===== src/rtl/ram8_scan.sv =====
// Eight-entry 16-bit register bank feeding an 8:1 mux, with a handshaked scan sequencer driving sel.
// Writes land one cycle after load is sampled; a sampled start presents entry 0 one cycle later.
// out_ready low freezes sel and the bank; writes arriving while a scan is active are dropped and flagged.
module ram8_scan #(
    parameter int LAST = 7
) (
    input  logic        clock,
    input  logic        reset,
    input  logic [15:0] in,
    input  logic        load,
    input  logic [2:0]  address,
    input  logic        start,
    input  logic        out_ready,
    output logic [15:0] q0,
    output logic [15:0] q1,
    output logic [15:0] q2,
    output logic [15:0] q3,
    output logic [15:0] q4,
    output logic [15:0] q5,
    output logic [15:0] q6,
    output logic [15:0] q7,
    output logic [2:0]  sel,
    output logic        out_valid,
    output logic        busy,
    output logic        done,
    output logic        wr_drop
);

    localparam logic [2:0] LAST_SEL = 3'(LAST);

    typedef enum logic [1:0] {
        IDLE = 2'd0,
        SCAN = 2'd1,
        DONE = 2'd2
    } state_t;

    state_t      state;
    state_t      state_nxt;
    logic [2:0]  sel_nxt;
    logic [15:0] mem [8];

    // Next-state and next-sel: sel only advances on an accepted beat and stops at LAST.
    always_comb begin
        state_nxt = state;
        sel_nxt   = sel;
        case (state)
            IDLE: begin
                if (start) begin
                    state_nxt = SCAN;
                    sel_nxt   = 3'd0;
                end
            end
            SCAN: begin
                if (out_ready) begin
                    if (sel == LAST_SEL) begin
                        state_nxt = DONE;
                    end else begin
                        sel_nxt = sel + 3'd1;
                    end
                end
            end
            DONE: begin
                state_nxt = IDLE;
                sel_nxt   = 3'd0;
            end
            default: begin
                state_nxt = IDLE;
                sel_nxt   = 3'd0;
            end
        endcase
    end

    // State register plus registered status outputs, decoded from the next state so they are flop-driven.
    always_ff @(posedge clock or posedge reset) begin
        if (reset) begin
            state     <= IDLE;
            sel       <= 3'd0;
            out_valid <= 1'b0;
            busy      <= 1'b0;
            done      <= 1'b0;
            wr_drop   <= 1'b0;
        end else begin
            state     <= state_nxt;
            sel       <= sel_nxt;
            out_valid <= (state_nxt == SCAN);
            busy      <= (state_nxt != IDLE);
            done      <= (state_nxt == DONE);
            wr_drop   <= load && (state != IDLE);
        end
    end

    // Register bank: writes accepted only in IDLE so the presented data is frozen for a whole scan.
    always_ff @(posedge clock or posedge reset) begin
        if (reset) begin
            for (int i = 0; i < 8; i++) begin
                mem[i] <= 16'h0000;
            end
        end else if (load && (state == IDLE)) begin
            mem[address] <= in;
        end
    end

    assign q0 = mem[0];
    assign q1 = mem[1];
    assign q2 = mem[2];
    assign q3 = mem[3];
    assign q4 = mem[4];
    assign q5 = mem[5];
    assign q6 = mem[6];
    assign q7 = mem[7];

endmodule

===== config.mk =====
export PLATFORM = sky130hd
export DESIGN_NAME = ram8_scan
export DESIGN_NICKNAME = d
export VERILOG_FILES = /design/src/rtl/ram8_scan.sv
export SDC_FILE = /design/constraint.sdc
export NUM_CORES = 1
export LEC_CHECK = 0
export BUFFER_PORTS_ARGS = -buffer_cell sky130_fd_sc_hd__clkbuf_2
export CORE_ASPECT_RATIO = 0.75
export CORE_UTILIZATION = 55
export CTS_CLUSTER_DIAMETER = 40
export DETAILED_ROUTE_END_ITERATION = 10
export GPL_TIMING_DRIVEN = 0
export PLACE_DENSITY = 0.87
export SYNTH_ARGS = -nofsm -noshare
export SYNTH_HDL_FRONTEND = slang
export SYNTH_SLANG_ARGS = --single-unit

===== constraint.sdc =====
create_clock -name clock -period 10.4 [get_ports clock]
set_clock_uncertainty 0.15 [all_clocks]
set_input_delay 1.04 -clock clock [delete_from_list [all_inputs] [get_ports clock]]
set_output_delay 1.04 -clock clock [all_outputs]
set_load 0.005 [all_outputs]

==> qor.yml, run 1 <==
outcome:
  outcome: "finished clean"
layout:
  mostFrequentLayoutCell: "sky130_fd_sc_hd__clkbuf_2"
  postLayoutCoreUtil: 0.7384
  drive_gt1_frac: 0.6607
  num-nets-final: 518
  final_cell_mix: "sky130_fd_sc_hd__clkbuf_2, sky130_fd_sc_hd__dfrtp_1, sky130_fd_sc_hd__mux2_2, sky130_fd_sc_hd__clkbuf_16, sky130_fd_sc_hd__mux2_4"
  fin_cells: 632
  diodes: 0
  flow.area_growth_from_synthesis_pct: 28.69
clock_network:
  tritoncts.num_buffers: 17
  cts_hold_buf: 0
  worst_setup_hold_path_clk_slew_ns: 0.05
  postCtsSetupBuffers: 0
  cts_root_buf: "sky130_fd_sc_hd__clkbuf_16"
  cts.repair.resized: 0
  clk_path_buf_depth: 2
  tritoncts_clock_tree: "done"
  clock_latency_ns: 0.40
  clock_tree.htree_level_count: 4
  clock_sinks: 137
pwr:
  powerDensity_nw_per_um2: 285.7
  static-leakage-power_uw: 0.003665
  worst_ir_drop_vdd_v: 0.0001523
critical_path:
  cp_arrival_ns: 2.65
  worst-r2r-setup-slack_ns: 8.10
  crit_path_max_fanout: 10
  required_ns: 10.53
  startpoint_type_of_the_worst_setup_path: "input pin"
  kind_of_critical_path: "input pin to flop"
  setup.worst_path.end_class: "flop"
routing:
  via_per_inst: 5.297
  drt-pass1-iter-count: 6
  post_drt_wl_per_cell_um: 18.69
  wirelength_um: 11810
  drt-initial-drc-count: 166
  dr_total_vias: 3348
  remaining_number_of_nets_flagged_by_the_antenna_check_after_routing: 0
  drcViolationCount: 0
synthesis:
  number_of_distinct_library_cells_after_synthesis: 25
  yosysSeqAreaShare: 0.6498
  avgSynthCellArea_sq_um: 16.80
  postSynthRegisterBits: 137
  synth_edf_count: 0
  postSynthNetCount: 340
  syn_area_sq_um: 5276
  ys_dominant_reg_cell: "sky130_fd_sc_hd__dfrtp_1"
  postSynthCellCount: 314
  synthesis.yosys.warnings: 0
  postSynth.asyncResetShare: 1.000
floorplan:
  die-area_sq_um: 9993
  core_box_area_sq_um: 9196
  floorplan.die.width_um: 115.1
  initial_core_util: 0.5737
  die_h_um: 86.83
  pin_count: 159
  core.rowCount: 30
grt:
  overflow: 0
  antenna_found_initial: 0
  vias_in_the_first_global_route: 3389
  grt_max_degree: 78
  total_global_routing_track_utilization: 0.2511
  first_pass_grt_wire_length_um: 18150
timing:
  timing.final.setup_violations: 0
  setup_ws_ns: 7.879
  clock.fmax_mhz: 396.6
  post-route-min-period_ns: 2.521
  maxSlewViolCount: 0
  totalNegativeSetupSlack_ns: 0
  period_share: 0.2424
  tightestPinTransition_ns: 0.5656
  finalHoldViolations: 0
  worst_slew_margin_rel: 0.6229
  unrepaired_setup_endpoints_after_global_routing: "no"
worst_hold_path:
  min-delay-path-class: "flop to flop"
placement:
  port_buffers: 158
  pre_cts_worst_setup_slack_ns: 7.449
  gp_routability_congestion: 0.8406
  hpwlAfterDp_um: 8166
  placed_cells: 601
run:
  max_cap_viol_count: 0
where the power goes:
part | total [uW] | internal [uW] | switching (uW)
Clock | 538 | 331 | 207
Sequential | 872 | 751 | 121
Combinational | 531 | 315 | 215
Total | 1940 | 1400 | 543
layer usage:
layer | global-route usage | up-vias | part of all wire
li1 | - | 1479 | -
met5 | 0 | - | 0
met1 | 0.3222 | 1732 | 0.45
met4 | 0.1074 | 0 | 0.020
met2 | 0.4003 | 116 | 0.48
met3 | 0.07552 | 21 | 0.049
metrics by stage:
stage               hold slack (ns)  power (uW)  cell area, sq um
floorplan                    0.3328        1109              5276
global placement             0.3179        1371              6227
detailed placement           0.3375        1409              6260
CTS                          0.3566        1954              6790
global route                 0.3697        2044              6790
finish                       0.3556        1940              6790
area by class of cell:
class / instances / area, sq um
plain buffers: 11 / 98.84
clock buffers: 22 / 454.2
clock inverters: 9 / 76.32
fillers: 619 / 2406
inverters: 1 / 8.758
multi-input cells: 165 / 1745
flip-flops and latches: 137 / 3428
well taps: 128 / 160.2
repair buffers: 159 / 818.3
Yosys cell counts, types with 3 or more instances:
| library cell | n | share of area |
|---|---|---|
| sky130_fd_sc_hd__buf_6 | 5 | 0.011 |
| sky130_fd_sc_hd__nand3_1 | 6 | 0.0057 |
| sky130_fd_sc_hd__nand2_1 | 3 | 0.0021 |
| sky130_fd_sc_hd__buf_4 | 5 | 0.0071 |
| sky130_fd_sc_hd__a21oi_1 | 3 | 0.0028 |
| sky130_fd_sc_hd__mux2_4 | 10 | 0.028 |
| sky130_fd_sc_hd__nor2_1 | 5 | 0.0036 |
| sky130_fd_sc_hd__mux2_2 | 116 | 0.25 |
| sky130_fd_sc_hd__dfrtp_1 | 137 | 0.65 |
flip-flops by register name (all words and copies together), names as in the netlist:
name and count:
q7 16, sel 3, busy 1, q6 16, q3 16, state 2
q0 16, q1 16, q4 16, q5 16, q2 16, out_valid 1
wr_drop 1, done 1
cell families (layout without fill, tap and decap cells):
group | Yosys count | in the layout | share of synthesized area
DFF | 137 | 137 | 0.6498
buffers and inverters | 12 | 202 | 0.01944
muxes | 128 | 128 | 0.2803
and+or+nand+nor | 32 | 32 | 0.04292
adders and majority gates | 2 | 2 | 0.004742
AOI/OAI and AO/OA | 3 | 3 | 0.002845
critical path, stage by stage:
cell	delay [ns]
sky130_fd_sc_hd__clkbuf_2	0.10
sky130_fd_sc_hd__or3_1	0.36
sky130_fd_sc_hd__buf_4	0.17
sky130_fd_sc_hd__nor3_4	0.39
sky130_fd_sc_hd__buf_6	0.25
sky130_fd_sc_hd__mux2_2	0.35
worst paths after layout:
path / from / endpoint / depth (start not counted)
setup / recovery: address[1] / q4[7]$_DFFE_PP0P_ / 6
hold / removal: q4[11]$_DFFE_PP0P_ / q4[11]$_DFFE_PP0P_ / 1
setup reg to reg: state[1]$_DFF_PP0_ / q7[4]$_DFFE_PP0P_ / 5
hold reg to reg: q4[11]$_DFFE_PP0P_ / q4[11]$_DFFE_PP0P_ / 1
max in group asynchronous: reset / q4[11]$_DFFE_PP0P_ / 3
min in group asynchronous: reset / q5[4]$_DFFE_PP0P_ / 2
Note: power is estimated with default switching activity, not from simulation.
==> run 2: changes to the inputs <==
--- a/config.mk
+++ b/config.mk
@@ -7,11 +7,11 @@
 export LEC_CHECK = 0
 export BUFFER_PORTS_ARGS = -buffer_cell sky130_fd_sc_hd__clkbuf_2
 export CORE_ASPECT_RATIO = 0.75
-export CORE_UTILIZATION = 55
+export CORE_UTILIZATION = 46
 export CTS_CLUSTER_DIAMETER = 40
 export DETAILED_ROUTE_END_ITERATION = 10
 export GPL_TIMING_DRIVEN = 0
-export PLACE_DENSITY = 0.87
+export PLACE_DENSITY = 0.77
 export SYNTH_ARGS = -nofsm -noshare
 export SYNTH_HDL_FRONTEND = slang
 export SYNTH_SLANG_ARGS = --single-unit
==> constraint.sdc (replaced) <==
create_clock -name clock -period 2.23 [get_ports clock]
set_clock_uncertainty 0.15 [all_clocks]
set_input_delay 0.223 -clock clock [delete_from_list [all_inputs] [get_ports clock]]
set_output_delay 0.223 -clock clock [all_outputs]
set_load 0.005 [all_outputs]
==> qor.yml, run 2 (synthesized netlist as in run 1, its figures left out) <==
pwr:
  worst_ir_drop_vdd_v: 0.0006683
  powerDensity_nw_per_um2: 1334
  static-leakage-power_uw: 0.003771
grt:
  vias_in_the_first_global_route: 3403
  total_global_routing_track_utilization: 0.2121
  antenna_found_initial: 0
  first_pass_grt_wire_length_um: 18570
  overflow: 0
  grt_max_degree: 47
timing:
  unrepaired_setup_endpoints_after_global_routing: "no"
  timing.final.setup_violations: 0
  tightestPinTransition_ns: 0.4167
  finalHoldViolations: 0
  post-route-min-period_ns: 2.146
  worst_slew_margin_rel: 0.7214
  period_share: 0.9623
  maxSlewViolCount: 0
  totalNegativeSetupSlack_ns: 0
  clock.fmax_mhz: 466.0
routing:
  via_per_inst: 5.061
  post_drt_wl_per_cell_um: 18.22
  drt-initial-drc-count: 134
  drt-pass1-iter-count: 7
  wirelength_um: 12040
  drcViolationCount: 10
  remaining_number_of_nets_flagged_by_the_antenna_check_after_routing: 0
  dr_total_vias: 3345
placement:
  gp_routability_congestion: 0.7753
  port_buffers: 158
  placed_cells: 615
  hpwlAfterDp_um: 8354
floorplan:
  pin_count: 159
  core_box_area_sq_um: 11070
  initial_core_util: 0.4768
  floorplan.die.width_um: 125.7
  core.rowCount: 33
  die_h_um: 94.75
  die-area_sq_um: 11910
critical_path:
  worst-r2r-setup-slack_ns: 0.08
  startpoint_type_of_the_worst_setup_path: "flop"
  crit_path_max_fanout: 10
  kind_of_critical_path: "flop to flop"
  required_ns: 2.36
  setup.worst_path.end_class: "flop"
  cp_arrival_ns: 2.28
outcome:
  outcome: "complete, but fails checks"
  failed_checks: "design-rule violations"
layout:
  fin_cells: 661
  flow.area_growth_from_synthesis_pct: 33.65
  drive_gt1_frac: 0.6641
  final_cell_mix: "sky130_fd_sc_hd__clkbuf_2, sky130_fd_sc_hd__dfrtp_1, sky130_fd_sc_hd__mux2_2, sky130_fd_sc_hd__clkbuf_16, sky130_fd_sc_hd__buf_4"
  diodes: 0
  num-nets-final: 534
  mostFrequentLayoutCell: "sky130_fd_sc_hd__clkbuf_2"
clock_network:
  tritoncts.num_buffers: 17
  cts_root_buf: "sky130_fd_sc_hd__clkbuf_16"
  clk_path_buf_depth: 2
  clock_tree.htree_level_count: 4
  clock_latency_ns: 0.40
  worst_setup_hold_path_clk_slew_ns: 0.06
  tritoncts_clock_tree: "done"
  clock_sinks: 137
worst_hold_path:
  min-delay-path-class: "input pin to flop"
run:
  max_cap_viol_count: 0
[run 2: stage by stage]
stage	area, sq um	hold slack, ns	util	worst slack (ns)	power (uW)
global placement	6246	0.3191	0.5645	-0.5551	6408
detailed placement	6306	0.03577	0.5699	-0.07882	6567
CTS	7014	0.0002446	0.6339	0.01883	9492
floorplan	5280	0.2077	-	0.1499	5172
finish	7052	0.02005	0.6373	0.08416	9408
global route	7052	0.01005	0.6373	0.03015	9932
[run 2: path summary, 6_finish.rpt]
kind                                         start                  to  depth (start not counted)
worst max-delay path            state[1]$_DFF_PP0_   q3[3]$_DFFE_PP0P_                          5
min in group asynchronous                    reset  q2[12]$_DFFE_PP0P_                          3
worst min register to register   q4[5]$_DFFE_PP0P_   q4[5]$_DFFE_PP0P_                          1
max in group asynchronous                    reset   q5[7]$_DFFE_PP0P_                          5
worst min-delay path                         in[8]   q0[8]$_DFFE_PP0P_                          2
worst max register to register  state[1]$_DFF_PP0_   q3[3]$_DFFE_PP0P_                          5
[run 2: layout make-up]
cell class              count  area, sq um
plain buffers              11        98.84
clock buffers              19        442.9
clock inverters            13        170.2
fillers                   863         4014
inverters                   1        7.507
multi-input cells         165         1755
flip-flops and latches    137         3428
well taps                 140        175.2
repair buffers            175        973.4
[run 2: report_power, final]
part | internal, uW | switching (uW)
combinational | 1490 | 987
clock | 1800 | 1070
sequential | 3500 | 569
total | 6790 | 2620
[run 2: worst max-delay path: stages, from the launching register on]
cell	delay, ns
sky130_fd_sc_hd__dfrtp_1	0.37
sky130_fd_sc_hd__buf_6	0.13
sky130_fd_sc_hd__or3b_4	0.44
sky130_fd_sc_hd__nor2_4	0.28
sky130_fd_sc_hd__buf_4	0.29
sky130_fd_sc_hd__mux2_2	0.36
[run 2: what timing repair did]
action,CTS,global route
pin swaps,2,2
setup buffers,2,5
gates resized for setup,2,0
endpoints found under the setup margin,40,20
hold buffers,7,0
hold endpoints to repair,103,0
[run 2: layer usage]
| layer | routed length [um] | vias up | global-route usage |
|---|---|---|---|
| li1 | - | 1511 | - |
| met1 | 5456 | 1735 | 0.2731 |
| met2 | 5844 | 88 | 0.3375 |
| met3 | 620 | 11 | 0.06629 |
| met4 | 119 | 0 | 0.08435 |
| met5 | 0 | - | 0 |
==> run 3: changes to the inputs <==
==> config.mk (replaced) <==
export PLATFORM = sky130hd
export DESIGN_NAME = ram8_scan
export DESIGN_NICKNAME = d
export VERILOG_FILES = /design/src/rtl/ram8_scan.sv
export SDC_FILE = /design/constraint.sdc
export NUM_CORES = 1
export LEC_CHECK = 0
export CORE_ASPECT_RATIO = 0.75
export CORE_UTILIZATION = 56
export CTS_CLUSTER_DIAMETER = 40
export DETAILED_ROUTE_END_ITERATION = 10
export DONT_BUFFER_PORTS = 1
export GPL_TIMING_DRIVEN = 0
export PLACE_DENSITY = 0.76
export SYNTH_ARGS = -nofsm -noshare
export SYNTH_HDL_FRONTEND = slang
export SYNTH_SLANG_ARGS = --single-unit
==> qor.yml, run 3 (synthesized netlist as in run 1, its figures left out) <==
layout:
  layout.filler_cells: 638
  final_cell_mix: "sky130_fd_sc_hd__dfrtp_1, sky130_fd_sc_hd__mux2_2, sky130_fd_sc_hd__dlygate4sd3_1, sky130_fd_sc_hd__clkbuf_16, sky130_fd_sc_hd__mux2_4"
  sequential_cell_area_sq_um: 3428
  final_cell_area_sq_um: 6401
  diodes: 0
  mostFrequentLayoutCell: "sky130_fd_sc_hd__dfrtp_1"
  drive_gt1_frac: 0.4973
  multi_input_comb_area_sq_um: 1755
  num-nets-final: 387
  fin_cells: 500
  flow.area_growth_from_synthesis_pct: 21.32
critical_path:
  worst_path_cell_trace: "buf_6, or3b_4, nor2_4, buf_4, mux2_2"
  crit_path_max_fanout: 10
  cp_arrival_ns: 2.30
  kind_of_critical_path: "flop to flop"
  cpMaxStageDelayCell: "sky130_fd_sc_hd__or3b_4"
  startpoint_type_of_the_worst_setup_path: "flop"
  crit_buf_inv: 2
  worst_path_dominant_cell_family: "simple AND/OR/NAND/NOR gates"
  cpPeakStageDelay_ns: 0.45
  required_ns: 2.37
  setup.worst_path.end_class: "flop"
timing:
  post-route-min-period_ns: 2.164
  unrepaired_setup_endpoints_after_global_routing: "no"
  period_share: 0.9706
  hold-worst-slack_ns: 0.08255
  worst_slew_margin_rel: 0.5692
  maxSlewViolCount: 0
  totalNegativeSetupSlack_ns: 0
  tightestPinTransition_ns: 0.6448
  finalHoldViolations: 0
  clock.fmax_mhz: 462.0
  timing.final.setup_violations: 0
routing:
  post_drt_wl_per_cell_um: 23.23
  drt-initial-drc-count: 134
  remaining_number_of_nets_flagged_by_the_antenna_check_after_routing: 0
  drcViolationCount: 0
  dr_total_vias: 2802
  wirelength_um: 11610
  drt-pass1-iter-count: 4
  via_per_inst: 5.604
placement:
  placed_cells: 445
  placed_cell_area_sq_um: 5500
  hpwlAfterDp_um: 7491
  port_buffers: 0
  gp_routability_congestion: 0.6925
run:
  max_cap_viol_count: 0
clock_network:
  tritoncts_clock_tree: "done"
  worst_setup_hold_path_clk_slew_ns: 0.06
  cts_root_buf: "sky130_fd_sc_hd__clkbuf_16"
  clock_latency_ns: 0.40
  clock_sinks: 137
  clock_tree.htree_level_count: 4
  tritoncts.num_buffers: 17
  clk_path_buf_depth: 2
grt:
  total_global_routing_track_utilization: 0.2525
  grt_max_degree: 45
  first_pass_grt_wire_length_um: 17980
  antenna_found_initial: 0
  overflow: 0
  vias_in_the_first_global_route: 3080
floorplan:
  die_h_um: 86.06
  pin_count: 159
  core.rowCount: 30
  initial_core_util: 0.5809
  die-area_sq_um: 9818
  floorplan.die.width_um: 114.1
  core_box_area_sq_um: 9084
pwr:
  worst_ir_drop_vdd_v: 0.0009342
  power.sequential.fraction: 0.502
  pwr-share-comb: 0.148
  powerDensity_nw_per_um2: 1362
  power.total_uw: 8715
  power.switching_fraction: 0.2665
  p_int_uw: 6393
  clock_power_share: 0.350
  netSwitchingPower_uw: 2323
  static-leakage-power_uw: 0.003134
worst_hold_path:
  min-delay-path-class: "input pin to flop"
outcome:
  outcome: "finished clean"
[run 3: per-layer routing]
layer / share of wire / vias to the layer above / GRT usage
li1: - / 1216 / -
met1: 0.43 / 1482 / 0.3205
met2: 0.50 / 93 / 0.4094
met3: 0.065 / 11 / 0.09682
met4: 0.0074 / 0 / 0.06730
met5: 0 / - / 0
[run 3: power groups by stage]
stage,Clock (uW),Combinational (uW),Sequential [uW]
finish,3050,1290,4380
global route,3200,1420,4500
CTS,3100,1290,4390
detailed placement,0,1210,4420
global placement,0,1120,4380
floorplan,0,1060,4110
[run 3: metrics by stage]
stage,util,worst slack (ns)
2_1_floorplan,-,0.1499
3_3_place_gp,0.5989,-0.4467
3_5_place_dp,0.6055,-0.09118
4_1_cts,0.7018,0.003888
5_1_grt,0.7047,0.01024
6_report,0.7047,0.06564
[run 3: worst reg2reg max path: cells and delay by family (launching register included)]
family / cells / cell delay (ns)
buffers and inverters: 2 / 0.43
DFF: 1 / 0.38
muxes: 1 / 0.37
and+or+nand+nor: 2 / 0.72
[run 3: cell type report]
cell class              count  share of cell area
plain buffers              11             0.01603
clock buffers              19             0.07076
clock inverters            11             0.03069
inverters                   1            0.001173
multi-input cells         165              0.2742
flip-flops and latches    137              0.5356
well taps                 128             0.02502
repair buffers             28             0.04652
[run 3: worst paths after layout]
path                                          from                  to  slack, ns  cells past startpoint
min in group asynchronous                    reset  sel[0]$_DFFE_PP0P_       0.24                      2
worst max register to register  state[1]$_DFF_PP0_   q7[6]$_DFFE_PP0P_       0.07                      5
worst min-delay path                    address[0]   q4[5]$_DFFE_PP0P_       0.08                      3
worst max-delay path            state[1]$_DFF_PP0_   q7[6]$_DFFE_PP0P_       0.07                      5
worst min register to register   q6[1]$_DFFE_PP0P_   q6[1]$_DFFE_PP0P_       0.38                      1
max in group asynchronous                    reset  q5[12]$_DFFE_PP0P_       0.83                      4
[run 3: timing repair]
| item | in CTS | in global routing |
|---|---|---|
| gates resized for setup | 2 | 1 |
| buffers inserted | 2 | 3 |
| endpoints found under the hold margin | 163 | 0 |
| setup endpoints to repair | 29 | 20 |
| hold buffers | 20 | 0 |
| pin swaps | 2 | 1 |
